File: src/rtl/ad7656_cfg_sequencer.sv
// Power-up sequencer and write serialiser feeding the AD7656 parallel write driver.
// Optional build macro AD7656_CFG_DEDUP_EN drops popped words equal to the last issued word.
module ad7656_cfg_sequencer #(
  parameter int          PWRUP_CYCLES = 10000,
  parameter int          GAP_CYCLES   = 4,
  parameter int          FIFO_DEPTH   = 4,
  parameter logic [7:0]  DEFAULT_CFG  = 8'h00,
  parameter int          BUSY_TIMEOUT = 8
) (
  input  logic                          sys_clk_i,
  input  logic                          rst_i,
  input  logic                          cfg_valid_i,
  input  logic [7:0]                    cfg_data_i,
  output logic                          cfg_ready_o,
  input  logic                          bus_busy_i,
  output logic                          wr_flag_o,
  output logic [7:0]                    wr_data_o,
  output logic                          cfg_done_o,
  output logic                          err_timeout_o,
  output logic [$clog2(FIFO_DEPTH):0]   fifo_level_o
);

  localparam int AW   = $clog2(FIFO_DEPTH);
  localparam int LW   = AW + 1;
  localparam int CM0  = (PWRUP_CYCLES > GAP_CYCLES) ? PWRUP_CYCLES : GAP_CYCLES;
  localparam int CMAX = (CM0 > BUSY_TIMEOUT) ? CM0 : BUSY_TIMEOUT;
  localparam int CW   = $clog2(CMAX + 1) + 1;

  typedef enum logic [2:0] {
    S_PWRUP, S_DEFAULT, S_IDLE, S_ISSUE, S_WAIT_HI, S_WAIT_LO, S_GAP
  } state_t;

  state_t          state_q, state_d;
  logic [CW-1:0]   cnt_q, cnt_d;
  logic [7:0]      wr_data_q, wr_data_d;
  logic            err_q, err_d;
  logic [LW-1:0]   level_q, level_d;
  logic [AW-1:0]   wptr_q, wptr_d, rptr_q, rptr_d;
  logic [7:0]      mem_q [FIFO_DEPTH];
  logic            pop, push, full, dup;
  logic [7:0]      head;

  assign head = mem_q[rptr_q];

`ifdef AD7656_CFG_DEDUP_EN
  logic [7:0] last_q, last_d;
  logic       last_vld_q, last_vld_d;

  assign dup = last_vld_q && (head == last_q);

  always_comb begin
    last_d     = last_q;
    last_vld_d = last_vld_q;
    if (state_q == S_ISSUE) begin
      last_d     = wr_data_q;
      last_vld_d = 1'b1;
    end
  end

  always_ff @(posedge sys_clk_i) begin
    if (rst_i) begin
      last_q     <= DEFAULT_CFG;
      last_vld_q <= 1'b0;
    end else begin
      last_q     <= last_d;
      last_vld_q <= last_vld_d;
    end
  end
`else
  assign dup = 1'b0;
`endif

  // A pop frees a slot in the same cycle, so a full FIFO still accepts then.
  always_comb begin
    full        = (level_q == LW'(FIFO_DEPTH));
    cfg_ready_o = !full || pop;
    push        = cfg_valid_i && cfg_ready_o;
    wptr_d      = push ? wptr_q + AW'(1) : wptr_q;
    rptr_d      = pop  ? rptr_q + AW'(1) : rptr_q;
    level_d     = level_q + LW'(push) - LW'(pop);
  end

  always_comb begin
    state_d   = state_q;
    cnt_d     = cnt_q;
    wr_data_d = wr_data_q;
    err_d     = err_q;
    pop       = 1'b0;
    case (state_q)
      S_PWRUP: begin
        if (cnt_q == CW'(PWRUP_CYCLES - 1)) begin
          state_d = S_DEFAULT;
          cnt_d   = '0;
        end else begin
          cnt_d = cnt_q + CW'(1);
        end
      end
      S_DEFAULT: begin
        wr_data_d = DEFAULT_CFG;
        state_d   = S_ISSUE;
      end
      S_IDLE: begin
        if (level_q != '0) begin
          pop = 1'b1;
          if (!dup) begin
            wr_data_d = head;
            state_d   = S_ISSUE;
          end
        end
      end
      S_ISSUE: begin
        // cnt counts cycles since the flag, so the timeout covers the flag cycle too
        state_d = S_WAIT_HI;
        cnt_d   = CW'(1);
      end
      S_WAIT_HI: begin
        if (bus_busy_i) begin
          state_d = S_WAIT_LO;
          cnt_d   = '0;
        end else if (cnt_q >= CW'(BUSY_TIMEOUT - 1)) begin
          err_d   = 1'b1;
          state_d = S_GAP;
          cnt_d   = '0;
        end else begin
          cnt_d = cnt_q + CW'(1);
        end
      end
      S_WAIT_LO: begin
        if (!bus_busy_i) begin
          state_d = S_GAP;
          cnt_d   = '0;
        end
      end
      S_GAP: begin
        if (cnt_q == CW'(GAP_CYCLES)) begin
          state_d = S_IDLE;
          cnt_d   = '0;
        end else begin
          cnt_d = cnt_q + CW'(1);
        end
      end
      default: state_d = S_PWRUP;
    endcase
  end

  always_ff @(posedge sys_clk_i) begin
    if (rst_i) begin
      state_q   <= S_PWRUP;
      cnt_q     <= '0;
      wr_data_q <= '0;
      err_q     <= 1'b0;
      level_q   <= '0;
      wptr_q    <= '0;
      rptr_q    <= '0;
    end else begin
      state_q   <= state_d;
      cnt_q     <= cnt_d;
      wr_data_q <= wr_data_d;
      err_q     <= err_d;
      level_q   <= level_d;
      wptr_q    <= wptr_d;
      rptr_q    <= rptr_d;
    end
  end

  always_ff @(posedge sys_clk_i) begin
    if (push) mem_q[wptr_q] <= cfg_data_i;
  end

  assign wr_flag_o     = (state_q == S_ISSUE);
  assign wr_data_o     = wr_data_q;
  assign cfg_done_o    = (state_q == S_IDLE) && (level_q == '0);
  assign err_timeout_o = err_q;
  assign fifo_level_o  = level_q;

endmodule
File: config.mk
export PLATFORM = sky130hd
export DESIGN_NAME = ad7656_cfg_sequencer
export DESIGN_NICKNAME = d
export VERILOG_FILES = /design/src/rtl/ad7656_cfg_sequencer.sv
export SDC_FILE = /design/constraint.sdc
export NUM_CORES = 1
export LEC_CHECK = 0
export BUFFER_PORTS_ARGS = -buffer_cell sky130_fd_sc_hd__buf_4
export CAP_MARGIN = 20
export CORE_ASPECT_RATIO = 1.75
export CORE_MARGIN = 1
export CORE_UTILIZATION = 25
export CTS_BUF_LIST = sky130_fd_sc_hd__clkbuf_4 sky130_fd_sc_hd__clkbuf_8
export CTS_CLUSTER_SIZE = 28
export DETAILED_ROUTE_END_ITERATION = 12
export PLACE_DENSITY = 0.4
export SYNTH_ARGS = -nofsm -noshare
export SYNTH_HDL_FRONTEND = slang
export SYNTH_SLANG_ARGS = --single-unit
File: constraint.sdc
create_clock -name sys_clk_i -period 3.6 [get_ports sys_clk_i]
set_clock_uncertainty 0.05 [all_clocks]
set_input_delay 0.36 -clock sys_clk_i [delete_from_list [all_inputs] [get_ports sys_clk_i]]
set_output_delay 0.36 -clock sys_clk_i [all_outputs]
set_load 0.01 [all_outputs]
==> results of run 1 <==
==> power by group through the flow <==
stage / Sequential [µW] / Clock (µW) / Combinational [µW]
after floorplan: 1000 / 0 / 445
after global placement: 1060 / 0 / 620
after detailed placement: 1060 / 0 / 619
after CTS: 1050 / 678 / 623
after global routing: 1060 / 714 / 687
final: 1040 / 658 / 610
==> worst reg2reg max path, stage by stage (launching register included) <==
cell and delay, ns:
sky130_fd_sc_hd__dfxtp_1 0.58, sky130_fd_sc_hd__or3b_2 0.51, sky130_fd_sc_hd__nand3_1 0.17, sky130_fd_sc_hd__and2_1 0.20
sky130_fd_sc_hd__inv_1 0.07, sky130_fd_sc_hd__ha_1 0.27, sky130_fd_sc_hd__inv_1 0.04, sky130_fd_sc_hd__ha_1 0.18
sky130_fd_sc_hd__fa_1 0.37, sky130_fd_sc_hd__xnor2_1 0.17, sky130_fd_sc_hd__xnor2_1 0.13, sky130_fd_sc_hd__nor2_1 0.05
==> metal layers <==
layer  GRT usage [%]  share of wire (%)
met1           11.99                 37
met2           21.98                 56
met3           2.680                2.6
met4           7.119                3.6
met5               0                  0
==> stage by stage <==
step	setup WS [ns]	instances	cell area [µm²]	hold slack (ns)
2_1_floorplan	0.8440	257	3022	0.4089
3_3_place_gp	0.7267	410	3359	0.4145
3_5_place_dp	0.7000	410	3359	0.4316
4_1_cts	0.6877	426	3566	0.1413
5_1_grt	0.4911	426	3566	0.1355
6_report	0.6898	426	3566	0.1595
==> sequential cells by signal (all words and copies together) (netlist names), named ones only <==
signal         cells
wptr_q             2
fifo_level_o       3
cnt_q             15
rptr_q             2
state_q            3
mem_q             32
err_timeout_o      1
wr_data_o          8
==> cell families after synthesis <==
kind of cell    after synthesis  share of synthesized area, %
buf+inv                      24                         3.230
xor+xnor                     17                         4.927
simple gates                 88                         15.78
fa+ha+maj                     9                         3.975
flops                        68                         55.65
compound gates               43                         10.48
mux                           8                         5.963
==> how the worst max path moves through the flow <==
stage | cells past startpoint | to | startpoint | slack (ns)
after global placement | 11 | fifo_level_o[2] | state_q[1] | 0.73
after global routing | 11 | fifo_level_o[2] | state_q[1] | 0.49
after floorplan | 12 | fifo_level_o[2] | state_q[2] | 0.84
after CTS | 11 | fifo_level_o[2] | state_q[1] | 0.69
final | 11 | fifo_level_o[2] | state_q[1] | 0.69
after detailed placement | 11 | fifo_level_o[2] | state_q[1] | 0.70
==> cell usage after synthesis (all sizes together), types with 3 or more instances <==
master,count
dfxtp,36
edfxtp,32
nor2,32
inv,13
nand2,12
xor2,11
o21ai,10
a22oi,8
and3,8
ha,8
mux4,8
clkbuf,7
nand3,6
nor3,6
o211ai,6
xnor2,6
a21oi,5
buf,4
or4,4
nor2b,3
o2111ai,3
or3,3
==> cell type report <==
type                       count  area (µm²)
clock inverter                 7       82.58
inverter                      13       48.80
fill                        1206        8080
tap                          135       168.9
timing repair buffer          29       217.7
clock buffer                   9       123.9
multi-input combinational    165        1242
sequential                    68        1682
==> metrics.cfg, run 1 <==
[worst_setup_path]
r2r.worst_path.cells=11
critical_path_class=register to register
critical_path_s_largest_stage_delay_ns=0.58
path_max_fanout=14
worst-endpoint-required_ns=3.78
cpLargestDelayFamily=simple AND/OR/NAND/NOR gates
rr_endpoint=fifo_level_o[2]
crit_slowest_cell=sky130_fd_sc_hd__dfxtp_1
cells_along_the_critical_path=or3b_2 > nand3_1 > and2_1 > inv_1 > ha_1 > inv_1 > ha_1 > fa_1 > xnor2_1 > xnor2_1 > nor2_1
worst_setup_path_start_kind=register
timing.rr.start=state_q[1]
arrival_ns=3.09
path_buf_inv=2
critPathCaptureType=register
r2r_setup_slack_ns=0.69

[sta]
max_freq_mhz=343.6
timing.max_slew.rel_slack_pct=54.58
final_min_period_over_clock_period_pct=80.84
rsz0062_at_grt=no
slew_viol_final=0
worst_slew_pin_slew_ns=0.6797
finalCriticalPeriod_ns=2.910
final.setup.tns_ns=0
timing_hold_violations_final=0
setup_violations=0

[logic_synthesis]
synthesis.area_um2=3022
postSynth.topFlopCell=sky130_fd_sc_hd__dfxtp_1
post_synth_inst_count=257
synth-async-reset-ratio_pct=0
portion_of_synthesized_cell_area_occupied_by_the_leading_cell_type_pct=31.80
syn-mean-instance-area_um2=11.76
synth_seq_cells=68
synth_edf_count=32
synth_area_leader_cell=sky130_fd_sc_hd__edfxtp_1
synth_cell_type_count=46
synth.area.top_cells=sky130_fd_sc_hd__edfxtp_1 32%, sky130_fd_sc_hd__dfxtp_1 24%, sky130_fd_sc_hd__mux4_2 6.0%
yosysSeqAreaShare_pct=55.65
synth_fp_nets=278
yosys_warnings=0

[pwr]
sequential_power_share_pct=45.1
power.leakage_uw=0.001301
power.share.clock_pct=28.5
p_sw_uw=779.1
power.density_nw_per_um2=647.7
max-vdd-ir-drop_uv=262.5
part_of_the_power_in_combinational_logic_pct=26.4
netSwitchingFraction_pct=33.73
report.power.total_uw=2310
p_int_uw=1530

[clock_network]
max-clock-path-buffers=2
cts_setup_buffers=0
insertion_delay_ns=0.34
post_cts_sizing=0
ctsHoldBuffers=0
cts_inserted_buffers=9
cts.htree.levels=3
clkTransAtPathRegs_ns=0.08
clkSinkCount=68
ctsRootBufferMaster=sky130_fd_sc_hd__clkbuf_8
cts_tree=done

[min_path]
timing.hold.worst.class=input pin to register
worstHoldPathCells=1
holdPathEnd=mem_q[3][3]
worst_hold_startpoint=cfg_data_i[3]

[routing]
initialDrtViolationCount=75
route.detailed.wl_per_inst_um=16.23
antenna_violating_nets_post_route=0
routed_wl_mm=6.913
dr.pass1.iters=4
vias_per_cell=4.810
post-route-drc-count=0
dr_total_vias=2049

[placement]
global_placer_s_final_weighted_congestion=0.7282
dp.final_hpwl_mm=4.775
port-buffer-count=26

[global_route]
gr-usage-all-layers_pct=11.93
grt.overflow.total=0
antenna_found_initial=0
via_count_of_the_first_global_routing_pass=2040
grt_pass1_wl_mm=10.92
pin_count_of_the_biggest_net_entering_global_routing=24

[status]
status=finished clean

[floorplan]
die-height_um=147.4
design.core.area_um2=11650
die_span_x_um=85.11
initial_core_util_pct=25.95
placementRows=52
top_level_ports=27
floorplan.die_area_um2=12550

[cells_and_area]
fin_nets=307
commonest_cells_after_routing_fill_and_taps_aside=36 x sky130_fd_sc_hd__dfxtp_1, 32 x sky130_fd_sc_hd__edfxtp_1, 30 x sky130_fd_sc_hd__nor2_1
final_common_cell=sky130_fd_sc_hd__dfxtp_1
antenna_cells_inserted=0
final_util_pct=30.62
drive_above_1_share_pct=21.31
flow.area_growth_from_synthesis_pct=18.01

[job]
max_cap_violations=0

Power figures use the tool's default switching activity.
==> inputs of run 2 (changes only) <==
Clock period 3.6 ns to 2.8 ns, I/O delays scaled along.
==> run 2 against run 1 <==
Sequential share of layout area fell by 0.18 points. Die area did not move. Register-to-register slack lost 0.44 ns. Routed wire length shrank 0.85%. Combinational power grew 39%. Critical endpoint unchanged. Largest cell class unchanged. Largest power group unchanged.
==> metrics.cfg, run 2 (synthesis results as in run 1) <==
[status]
status=finished clean

[placement]
place_area_um2=3397  ; +1.1%
port-buffer-count=26  ; unchanged
dp.final_hpwl_mm=4.778  ; about the same
global_placer_s_final_weighted_congestion=0.6986  ; -4.1%
numPlacedInstances=415  ; +1.2%

[floorplan]
die-height_um=147.4  ; unchanged
floorplan.die_area_um2=12550  ; unchanged
die_span_x_um=85.11  ; unchanged
initial_core_util_pct=25.95  ; unchanged
top_level_ports=27  ; unchanged
design.core.area_um2=11650  ; unchanged
placementRows=52  ; unchanged

[job]
max_cap_violations=0  ; unchanged

[cells_and_area]
fillerInstances=1178  ; -2.3%
finish.instance_area_um2=3580  ; +0.39%
flow.area_growth_from_synthesis_pct=18.47
antenna_cells_inserted=0  ; unchanged
stdcell_count=431  ; +1.2%
ff_latch_area_um2=1682  ; unchanged
regMostFlops=mem_q
fin_nets=312  ; +1.6%
final_common_cell=sky130_fd_sc_hd__dfxtp_1
largest_reg_flops=32  ; unchanged
drive_above_1_share_pct=22.64  ; +1.3 points
multi_input_gate_area_um2=1242  ; unchanged
commonest_cells_after_routing_fill_and_taps_aside=36 x sky130_fd_sc_hd__dfxtp_1, 34 x sky130_fd_sc_hd__buf_4, 32 x sky130_fd_sc_hd__edfxtp_1

[worst_setup_path]
path_max_fanout=3  ; -11
crit_slowest_cell=sky130_fd_sc_hd__or3b_2
critical_path_s_largest_stage_delay_ns=0.47  ; -0.11 ns
worst_setup_path_start_kind=register
critical_path_class=register to register
cells_along_the_critical_path=or3b_2 > nand3_1 > and2_1 > inv_1 > ha_1 > inv_1 > ha_1 > fa_1 > xnor2_1 > xnor2_1 > nor2_1
worst-endpoint-required_ns=2.99  ; -0.79 ns
critPathCaptureType=register
cpLargestDelayFamily=adder cells
path_buf_inv=2  ; unchanged
arrival_ns=2.73  ; -0.36 ns
r2r_setup_slack_ns=0.25  ; -0.44 ns

[global_route]
grt.overflow.total=0  ; unchanged
grt_pass1_wl_mm=10.94  ; +0.13%
via_count_of_the_first_global_routing_pass=2101  ; +3.0%
gr-usage-all-layers_pct=12.00  ; +0.074 points
pin_count_of_the_biggest_net_entering_global_routing=24  ; unchanged
antenna_found_initial=0  ; unchanged

[clock_network]
cts_tree=done
clkTransAtPathRegs_ns=0.08  ; about the same
cts.htree.levels=3  ; unchanged
ctsRootBufferMaster=sky130_fd_sc_hd__clkbuf_8
insertion_delay_ns=0.35  ; about the same
max-clock-path-buffers=2  ; unchanged
cts_setup_buffers=0  ; unchanged
ctsHoldBuffers=0  ; unchanged
clkSinkCount=68  ; unchanged
cts_inserted_buffers=9  ; unchanged
post_cts_sizing=0  ; unchanged

[sta]
timing.max_slew.rel_slack_pct=56.91  ; +2.3 points
setup_violations=0  ; unchanged
final.setup.tns_ns=0  ; unchanged
final_min_period_over_clock_period_pct=90.92  ; +10 points
final.hold.worst_slack_ns=0.08062  ; -0.07889 ns
worst_slew_pin_slew_ns=0.6448  ; -0.03493 ns
timing_hold_violations_final=0  ; unchanged
max_freq_mhz=392.8  ; +14%
slew_viol_final=0  ; unchanged
finalCriticalPeriod_ns=2.546  ; -0.3646 ns
rsz0062_at_grt=no

[routing]
route.detailed.wl_per_inst_um=15.90  ; -2.0%
post-route-drc-count=0  ; unchanged
dr_total_vias=2017  ; -1.6%
antenna_violating_nets_post_route=0  ; unchanged
dr.pass1.iters=4  ; unchanged
initialDrtViolationCount=40  ; -47%
vias_per_cell=4.680  ; -2.7%
routed_wl_mm=6.854  ; -0.85%

[pwr]
power.leakage_uw=0.001309  ; +0.61%
power.density_nw_per_um2=809.9  ; +25%
report.power.total_uw=2899  ; +26%
max-vdd-ir-drop_uv=351.5  ; +34%

[min_path]
timing.hold.worst.class=input pin to register

[run 2: changes by cell type in the layout (fill, tap and decap cells not counted), sizes merged]
cell and change:
buf +5, clkinv -2, clkinvlp +2, bufinv -1, inv +1
[run 2: worst register-to-register path, cell delays in order (launching register included)]
cell and delay (ns):
sky130_fd_sc_hd__dfxtp_1 0.33, sky130_fd_sc_hd__or3b_2 0.47, sky130_fd_sc_hd__nand3_1 0.11, sky130_fd_sc_hd__and2_1 0.18
sky130_fd_sc_hd__inv_1 0.07, sky130_fd_sc_hd__ha_1 0.27, sky130_fd_sc_hd__inv_1 0.04, sky130_fd_sc_hd__ha_1 0.18
sky130_fd_sc_hd__fa_1 0.37, sky130_fd_sc_hd__xnor2_1 0.18, sky130_fd_sc_hd__xnor2_1 0.14, sky130_fd_sc_hd__nor2_1 0.05
[run 2: path summary, 6_finish.rpt]
check / startpoint / endpoint / cells after the start
setup / recovery: state_q[1] / fifo_level_o[2] / 11
hold / removal: cfg_data_i[3] / mem_q[1][3] / 1
setup reg to reg: state_q[1] / fifo_level_o[2] / 11
hold reg to reg: err_timeout_o / err_timeout_o / 2
[run 2: final cells by class]
type / count / share of cell area, %
inverters: 13 / 1.363
clock inverters: 7 / 1.643
clock buffers: 9 / 3.460
flip-flops and latches: 68 / 46.98
multi-input cells: 165 / 34.71
well taps: 135 / 4.719
repair buffers: 34 / 7.130
[run 2: metal layers]
| metal | global-route usage [%] | vias to the layer above | part of all wire, % | wire (µm) |
|---|---|---|---|---|
| met5 | 0 | - | 0 | 0 |
| met4 | 5.847 | 0 | 2.0 | 137 |
| met3 | 2.680 | 10 | 1.9 | 129 |
| met2 | 22.46 | 21 | 57 | 3883 |
| met1 | 12.33 | 978 | 39 | 2703 |
| li1 | - | 1008 | - | - |
[run 2: through the flow]
step,setup WS [ns],util (%)
detailed placement,0.2516,29.17
global route,0.05821,30.74
finish,0.2544,30.74
global placement,0.2735,29.17
floorplan,0.04404,-
CTS,0.2290,30.74
[run 2: where the power goes]
group	internal (µW)	total (µW)	switching (µW)	leakage (µW)
registers	1180	1300	115	0.000586
logic	386	849	463	0.000637
clock network	333	755	422	0.0000868
